## config.mk

```make
export PLATFORM = sky130hd
export DESIGN_NAME = sdp_x_core_triosy_seq
export DESIGN_NICKNAME = d
export VERILOG_FILES = /design/src/rtl/sdp_x_core_triosy_seq.sv
export SDC_FILE = /design/constraint.sdc
export NUM_CORES = 1
export LEC_CHECK = 0
export ABC_AREA = 0
export BUFFER_PORTS_ARGS = -buffer_cell sky130_fd_sc_hd__clkbuf_2
export CORE_ASPECT_RATIO = 0.5
export CORE_MARGIN = 5
export CORE_UTILIZATION = 57
export DETAILED_ROUTE_END_ITERATION = 6
export PLACE_DENSITY = 0.77
export REMOVE_ABC_BUFFERS = 1
export SLEW_MARGIN = 20
export SYNTH_ARGS = -nofsm -noshare
export SYNTH_HDL_FRONTEND = slang
export SYNTH_SLANG_ARGS = --single-unit
```

## constraint.sdc

```tcl
create_clock -name nvdla_core_clk -period 3.4 [get_ports nvdla_core_clk]
set_clock_uncertainty 0.15 [all_clocks]
set_input_delay 0.68 -clock nvdla_core_clk [delete_from_list [all_inputs] [get_ports nvdla_core_clk]]
set_output_delay 0.68 -clock nvdla_core_clk [all_outputs]
set_load 0.02 [all_outputs]
```

## src/rtl/sdp_x_core_triosy_seq.sv

```systemverilog
// Run-enable sequencer for the SDP X-core multiply stage: one beat per enabled cycle,
// layer beat counting and end-of-layer config triosy pulses. Optional SDP_X_CORE_SEQ_PERF_EN adds stall_cnt.
module sdp_x_core_triosy_seq #(
    parameter int NUM_CFG = 4,
    parameter int LEN_W   = 16
) (
    input  logic               nvdla_core_clk,
    input  logic               nvdla_core_rstn,
    input  logic               op_en,
    input  logic [LEN_W-1:0]   cfg_len,
    input  logic               chn_in_pvld,
    output logic               chn_in_prdy,
    output logic               chn_out_pvld,
    input  logic               chn_out_prdy,
    output logic               core_wen,
    output logic               core_wten,
    output logic [NUM_CFG-1:0] cfg_triosy_lz,
    output logic               op_done,
`ifdef SDP_X_CORE_SEQ_PERF_EN
    output logic [31:0]        stall_cnt,
`endif
    output logic [1:0]         dbg_state_o
);

    // Handshake: a beat moves when chn_in_pvld & chn_in_prdy at the clock edge; the output
    // register hands a beat downstream when chn_out_pvld & chn_out_prdy at the clock edge.
    typedef enum logic [1:0] {
        IDLE  = 2'd0,
        RUN   = 2'd1,
        DRAIN = 2'd2,
        DONE  = 2'd3
    } state_e;

    state_e           state_q, state_d;
    logic [LEN_W-1:0] len_q;
    logic [LEN_W:0]   beat_cnt_q;
    logic             op_en_d_q;
    logic             out_pvld_q;
    logic             wten_q;
    logic             start;
    logic             last_beat;

    assign start     = (state_q == IDLE) & op_en & ~op_en_d_q;
    assign last_beat = (beat_cnt_q == {1'b0, len_q});
    assign core_wen  = (state_q == RUN) & chn_in_pvld & (~out_pvld_q | chn_out_prdy);

    assign chn_in_prdy   = core_wen;
    assign chn_out_pvld  = out_pvld_q;
    assign core_wten     = wten_q;
    assign cfg_triosy_lz = {NUM_CFG{core_wen & last_beat}};
    assign op_done       = (state_q == DONE);
    assign dbg_state_o   = state_q;

    always_comb begin
        state_d = state_q;
        case (state_q)
            IDLE:    if (start) state_d = RUN;
            RUN:     if (core_wen & last_beat) state_d = DRAIN;
            DRAIN:   if (~out_pvld_q | chn_out_prdy) state_d = DONE;
            DONE:    state_d = IDLE;
            default: state_d = IDLE;
        endcase
    end

    always_ff @(posedge nvdla_core_clk or negedge nvdla_core_rstn) begin
        if (!nvdla_core_rstn) begin
            state_q    <= IDLE;
            len_q      <= '0;
            beat_cnt_q <= '0;
            op_en_d_q  <= 1'b0;
            out_pvld_q <= 1'b0;
            wten_q     <= 1'b1;
        end else begin
            state_q   <= state_d;
            op_en_d_q <= op_en;
            wten_q    <= ~core_wen;
            if (start) begin
                len_q      <= cfg_len;
                beat_cnt_q <= '0;
            end else if (core_wen) begin
                beat_cnt_q <= beat_cnt_q + 1'b1;
            end
            // A new beat overwrites the register even when the old one leaves in the same cycle.
            if (core_wen) begin
                out_pvld_q <= 1'b1;
            end else if (chn_out_prdy) begin
                out_pvld_q <= 1'b0;
            end
        end
    end

`ifdef SDP_X_CORE_SEQ_PERF_EN
    logic [31:0] stall_q;

    always_ff @(posedge nvdla_core_clk or negedge nvdla_core_rstn) begin
        if (!nvdla_core_rstn) begin
            stall_q <= '0;
        end else if (start) begin
            stall_q <= '0;
        end else if ((state_q == RUN) & chn_in_pvld & ~core_wen & (stall_q != 32'hFFFF_FFFF)) begin
            stall_q <= stall_q + 32'd1;
        end
    end

    assign stall_cnt = stall_q;
`endif

endmodule

```

[After elaboration in Yosys (flattened, before gate mapping)]
Index checks and enable logic that the tools add are counted.
Cells by class
  $add $sub $neg: 1
  equal/unequal tests: 7
  multiplexer cells: 8
  bitwise operators: 9
  reductions and logical operators: 4
Operators by type and width (number)
  two-way mux 17 bit: 2
  adder 17 x 1 -> 17 bit (second input constant): 1
  equality test 17 x 16 -> 1 bit: 1
  one-hot mux 2 bit (4 select lines): 1
  two-way mux 2 bit: 3
  inequality test 2 bit (second input constant): 3
  AND 1 bit: 5
  equality test 2 bit (second input constant): 2
  nonzero test 2 bit: 2
  NOT 1 bit: 3
  AND reduction 3 bit: 1
  equality test 2 x 1 -> 1 bit (second input constant): 1
  logical NOT 2 bit: 1
  two-way mux 1 bit: 2
  bitwise OR 1 bit: 1
Storage, ports and cells
  register bits: 38
  bits of input ports: 21
  output and inout bits: 11
  word-level logic and storage cells: 35

[Longest topological paths before layout]
  depth in word-level cells: 6
  depth in mapped cells: 7
  mapped depth without buffers: 7

[Worst setup path after synthesis]
No wires, ideal clock.
  path kind: register to output
  start point: reg state_q[1], in the netlist dbg_state_o[1]
  end point: out cfg_triosy_lz[1]
  arrival time: 2311 ps
  required time: 2570 ps
  setup slack: 259 ps
  stages on the path, launching flop included: 8
  path buffers: 1
  cells stage by stage: dfrtp_1 inv_1 ha_1 nand2_2 nor4_1 nand4_1 nor3_1 buf_4
Between the ends
  longest elaborated chain between the ends: 4
RTL lines
  start: declaration: line 34  | state_e state_q, state_d;
  start signal: assignment: line 74  | state_q <= state_d;
  equality test 2 x 1 -> 1 bit: line 45  | assign core_wen = (state_q == RUN) & chn_in_pvld & (~out_pvld_q | chn_out_prdy);
  AND 1 bit (2 in a row): line 45
  AND 1 bit: line 50  | assign cfg_triosy_lz = {NUM_CFG{core_wen & last_beat}};
  end: declaration: line 17  | output logic [NUM_CFG-1:0] cfg_triosy_lz,
Every way passes these cells.

[Worst setup path after layout]
  start point: reg state_q[1], in the netlist dbg_state_o[1]
  end point: out cfg_triosy_lz[3]
The elaborated chain is that of the path after synthesis.

==> reports/qor.csv <==
metric,value,unit
slowest_delay,0.43,ns
gp_congestion,0.8318,
routedWlPerCell,14.70,µm
status,"complete, no violations",
cts_sinks,38,
cts_hold_buf,0,
hold_class,in2async,
grt_max_degree,39,
reg2reg_to,dbg_state_o[1],
grt_pass1_wl,7.003,mm
cts_htree_levels,2,
post-route-cell-area,0.002389,mm²
cp.required,2.57,ns
syn_inst,195,
syn_to_final_growth,12.83,%
endpoint_kind,output port,
rows,15,
drc,0,
fmax,320.4,MHz
start_util,0.6032,
fin_crit,3.121,ns
clkTransAtPathRegs,0.08,ns
synthArstFlopShare,1.000,
seqCellArea,952.2,µm²
synth_area_leaders,"dfrtp_1, xor2_1, mux2_2, ha_1, nor2_1",
dr.pass1.iters,4,
numCtsBuffers,5,
rsz0062_at_grt,no,
num_antenna_cells,0,
setup_tns,0,ns
ys_seq_area_frac,0.4498,
synthesis.area,0.002117,mm²
clkLatencyLatePin,0.29,ns
fillCellCount,283,
multiInputGateArea,0.001090,mm²
period_share,0.9179,
core-area,0.003510,mm²
root_buffer,clkbuf_8,
crit_slowest_cell,dfrtp_1,
avgSynthCellArea,10.86,µm²
power_leakage,1.118,nW
synth_top_cell_area_share,0.4374,
maxSlewViolCount,0,
fp.dieH,53.10,µm
final_cells,278,
ios,32,
yosysWarnings,0,
die_x,96.19,µm
dpl-instance-area,0.002293,mm²
drt_iter0_markers,65,
antenna_found_initial,0,
avgViaCountPerCell,5.453,
hpwlAfterDp,3.001,mm
port_buffers,31,
grt_pass1_vias,1499,
synth_seq_cells,38,
routed_wl,4.086,mm
synth_edf_count,0,
setup_viol,0,
final_antenna_net_count,0,
cts_tree,built,
synthDistinctLibCells,36,
ir_drop,317.6,µV
reg2reg_from,dbg_state_o[1],
grtUsageTotal,0.1857,
overflow,0,
num_vias,1516,
worstMarginPinSlew,0.8436,ns
maxSlewHeadroom,0.4376,
ff2ff_setup_slack,1.09,ns
cp_max_fo,8,
dp.cells,270,
report.final.hold_viol_count,0,
layout_common_cells,"dfrtp_1, clkbuf_2, xor2_1, nor2_1, mux2_2",
final_common_cell,dfrtp_1,
worstSetupPathType,reg2out,
drive_above_1_share,0.3040,
synth_flop_cell,dfrtp_1,
final_util,0.6806,
nets,253,
yosys.area.top_type,dfrtp_1,
maxCapViolations,0,
die_area,0.005107,mm²
start_kind,register,
r2r_cells,7,
crit_path_cell_trace,inv_1 -> ha_1 -> nand2_2 -> nor4_1 -> nand4_1 -> nor3_2 -> clkbuf_2,
power_density,722.9,mW/mm²
clock_path_buffers,2,
worstPathArrival,2.29,ns
[critical path: cells and delay by family, from the launching register on]
kind	cells	cell delay [ns]
and+or+nand+nor	4	0.90
DFF	1	0.43
buffers and inverters	2	0.37
adders and majority gates	1	0.30
[sequential cells by signal (all words and copies together), names as in the netlist]
| name | flops |
|---|---|
| beat_cnt_q | 17 |
| len_q | 16 |
| op_en_d_q | 1 |
| chn_out_pvld | 1 |
| core_wten | 1 |
| dbg_state_o | 2 |
[kinds of logic (layout without fill, tap and decap cells)]
kind of cell,count (synthesis),in the layout,share of synthesized area
xor+xnor,29,29,0.1200
fa+ha+maj,6,6,0.03546
compound gates,9,9,0.03960
flops,38,38,0.4498
buf+inv,15,47,0.03783
simple gates,80,80,0.2222
mux,18,18,0.09515
[power by group]
group          total [mW]  internal, mW  switching [mW]
sequential          0.712         0.590           0.121
clock               0.318         0.165           0.153
combinational       0.697         0.312           0.384
[synth_stat cells, drive strengths merged, types with 6 or more instances]
library cell,instances
xnor2,6
ha,6
nand2,12
buf,9
xor2,23
nor2b,8
nand3,7
mux2,17
dfrtp,37
nand4,10
nor2,21
inv,6
nor4,8
[area by class of cell]
type                            instances  share of cell area
Clock buffer                            8             0.03772
Inverter                                6            0.009429
Multi-Input combinational cell        142              0.4563
Sequential cell                        38              0.3986
Tap cell                               51             0.02672
Timing Repair Buffer                   33             0.07124
[stage by stage]
step           worst slack (ns)  total power, mW  hold slack [ns]
2_1_floorplan           -0.5040            1.224           0.2344
3_3_place_gp             0.5941            1.379           0.3627
3_5_place_dp             0.4572            1.415           0.3726
4_1_cts                  0.1582            1.735           0.3684
5_1_grt                 0.03093            1.853           0.3690
6_report                 0.2791            1.727           0.3238
[worst max path at each step]
stage | from | to | slack [ns]
2_1_floorplan | dbg_state_o[1] | cfg_triosy_lz[0] | -0.50
3_3_place_gp | dbg_state_o[1] | cfg_triosy_lz[0] | 0.59
3_5_place_dp | dbg_state_o[1] | cfg_triosy_lz[3] | 0.46
4_1_cts | dbg_state_o[1] | cfg_triosy_lz[3] | 0.16
5_1_grt | dbg_state_o[1] | cfg_triosy_lz[3] | 0.03
6_report | dbg_state_o[1] | cfg_triosy_lz[3] | 0.28
[routing by layer]
metal	routed length, µm	vias to the layer above	part of all wire	global-route usage
met4	50	0	0.012	0.06368
met2	1913	24	0.47	0.2903
li1	-	736	-	-
met1	1951	750	0.48	0.2507
met3	171	6	0.042	0.04830
met5	0	-	0	0
[what timing repair did]
item,in CTS,in global routing
setup buffers,0,0
hold endpoints to repair,0,0
setup endpoints to repair,0,4
resized for setup,0,1
Note: power is estimated with default switching activity, not from simulation.
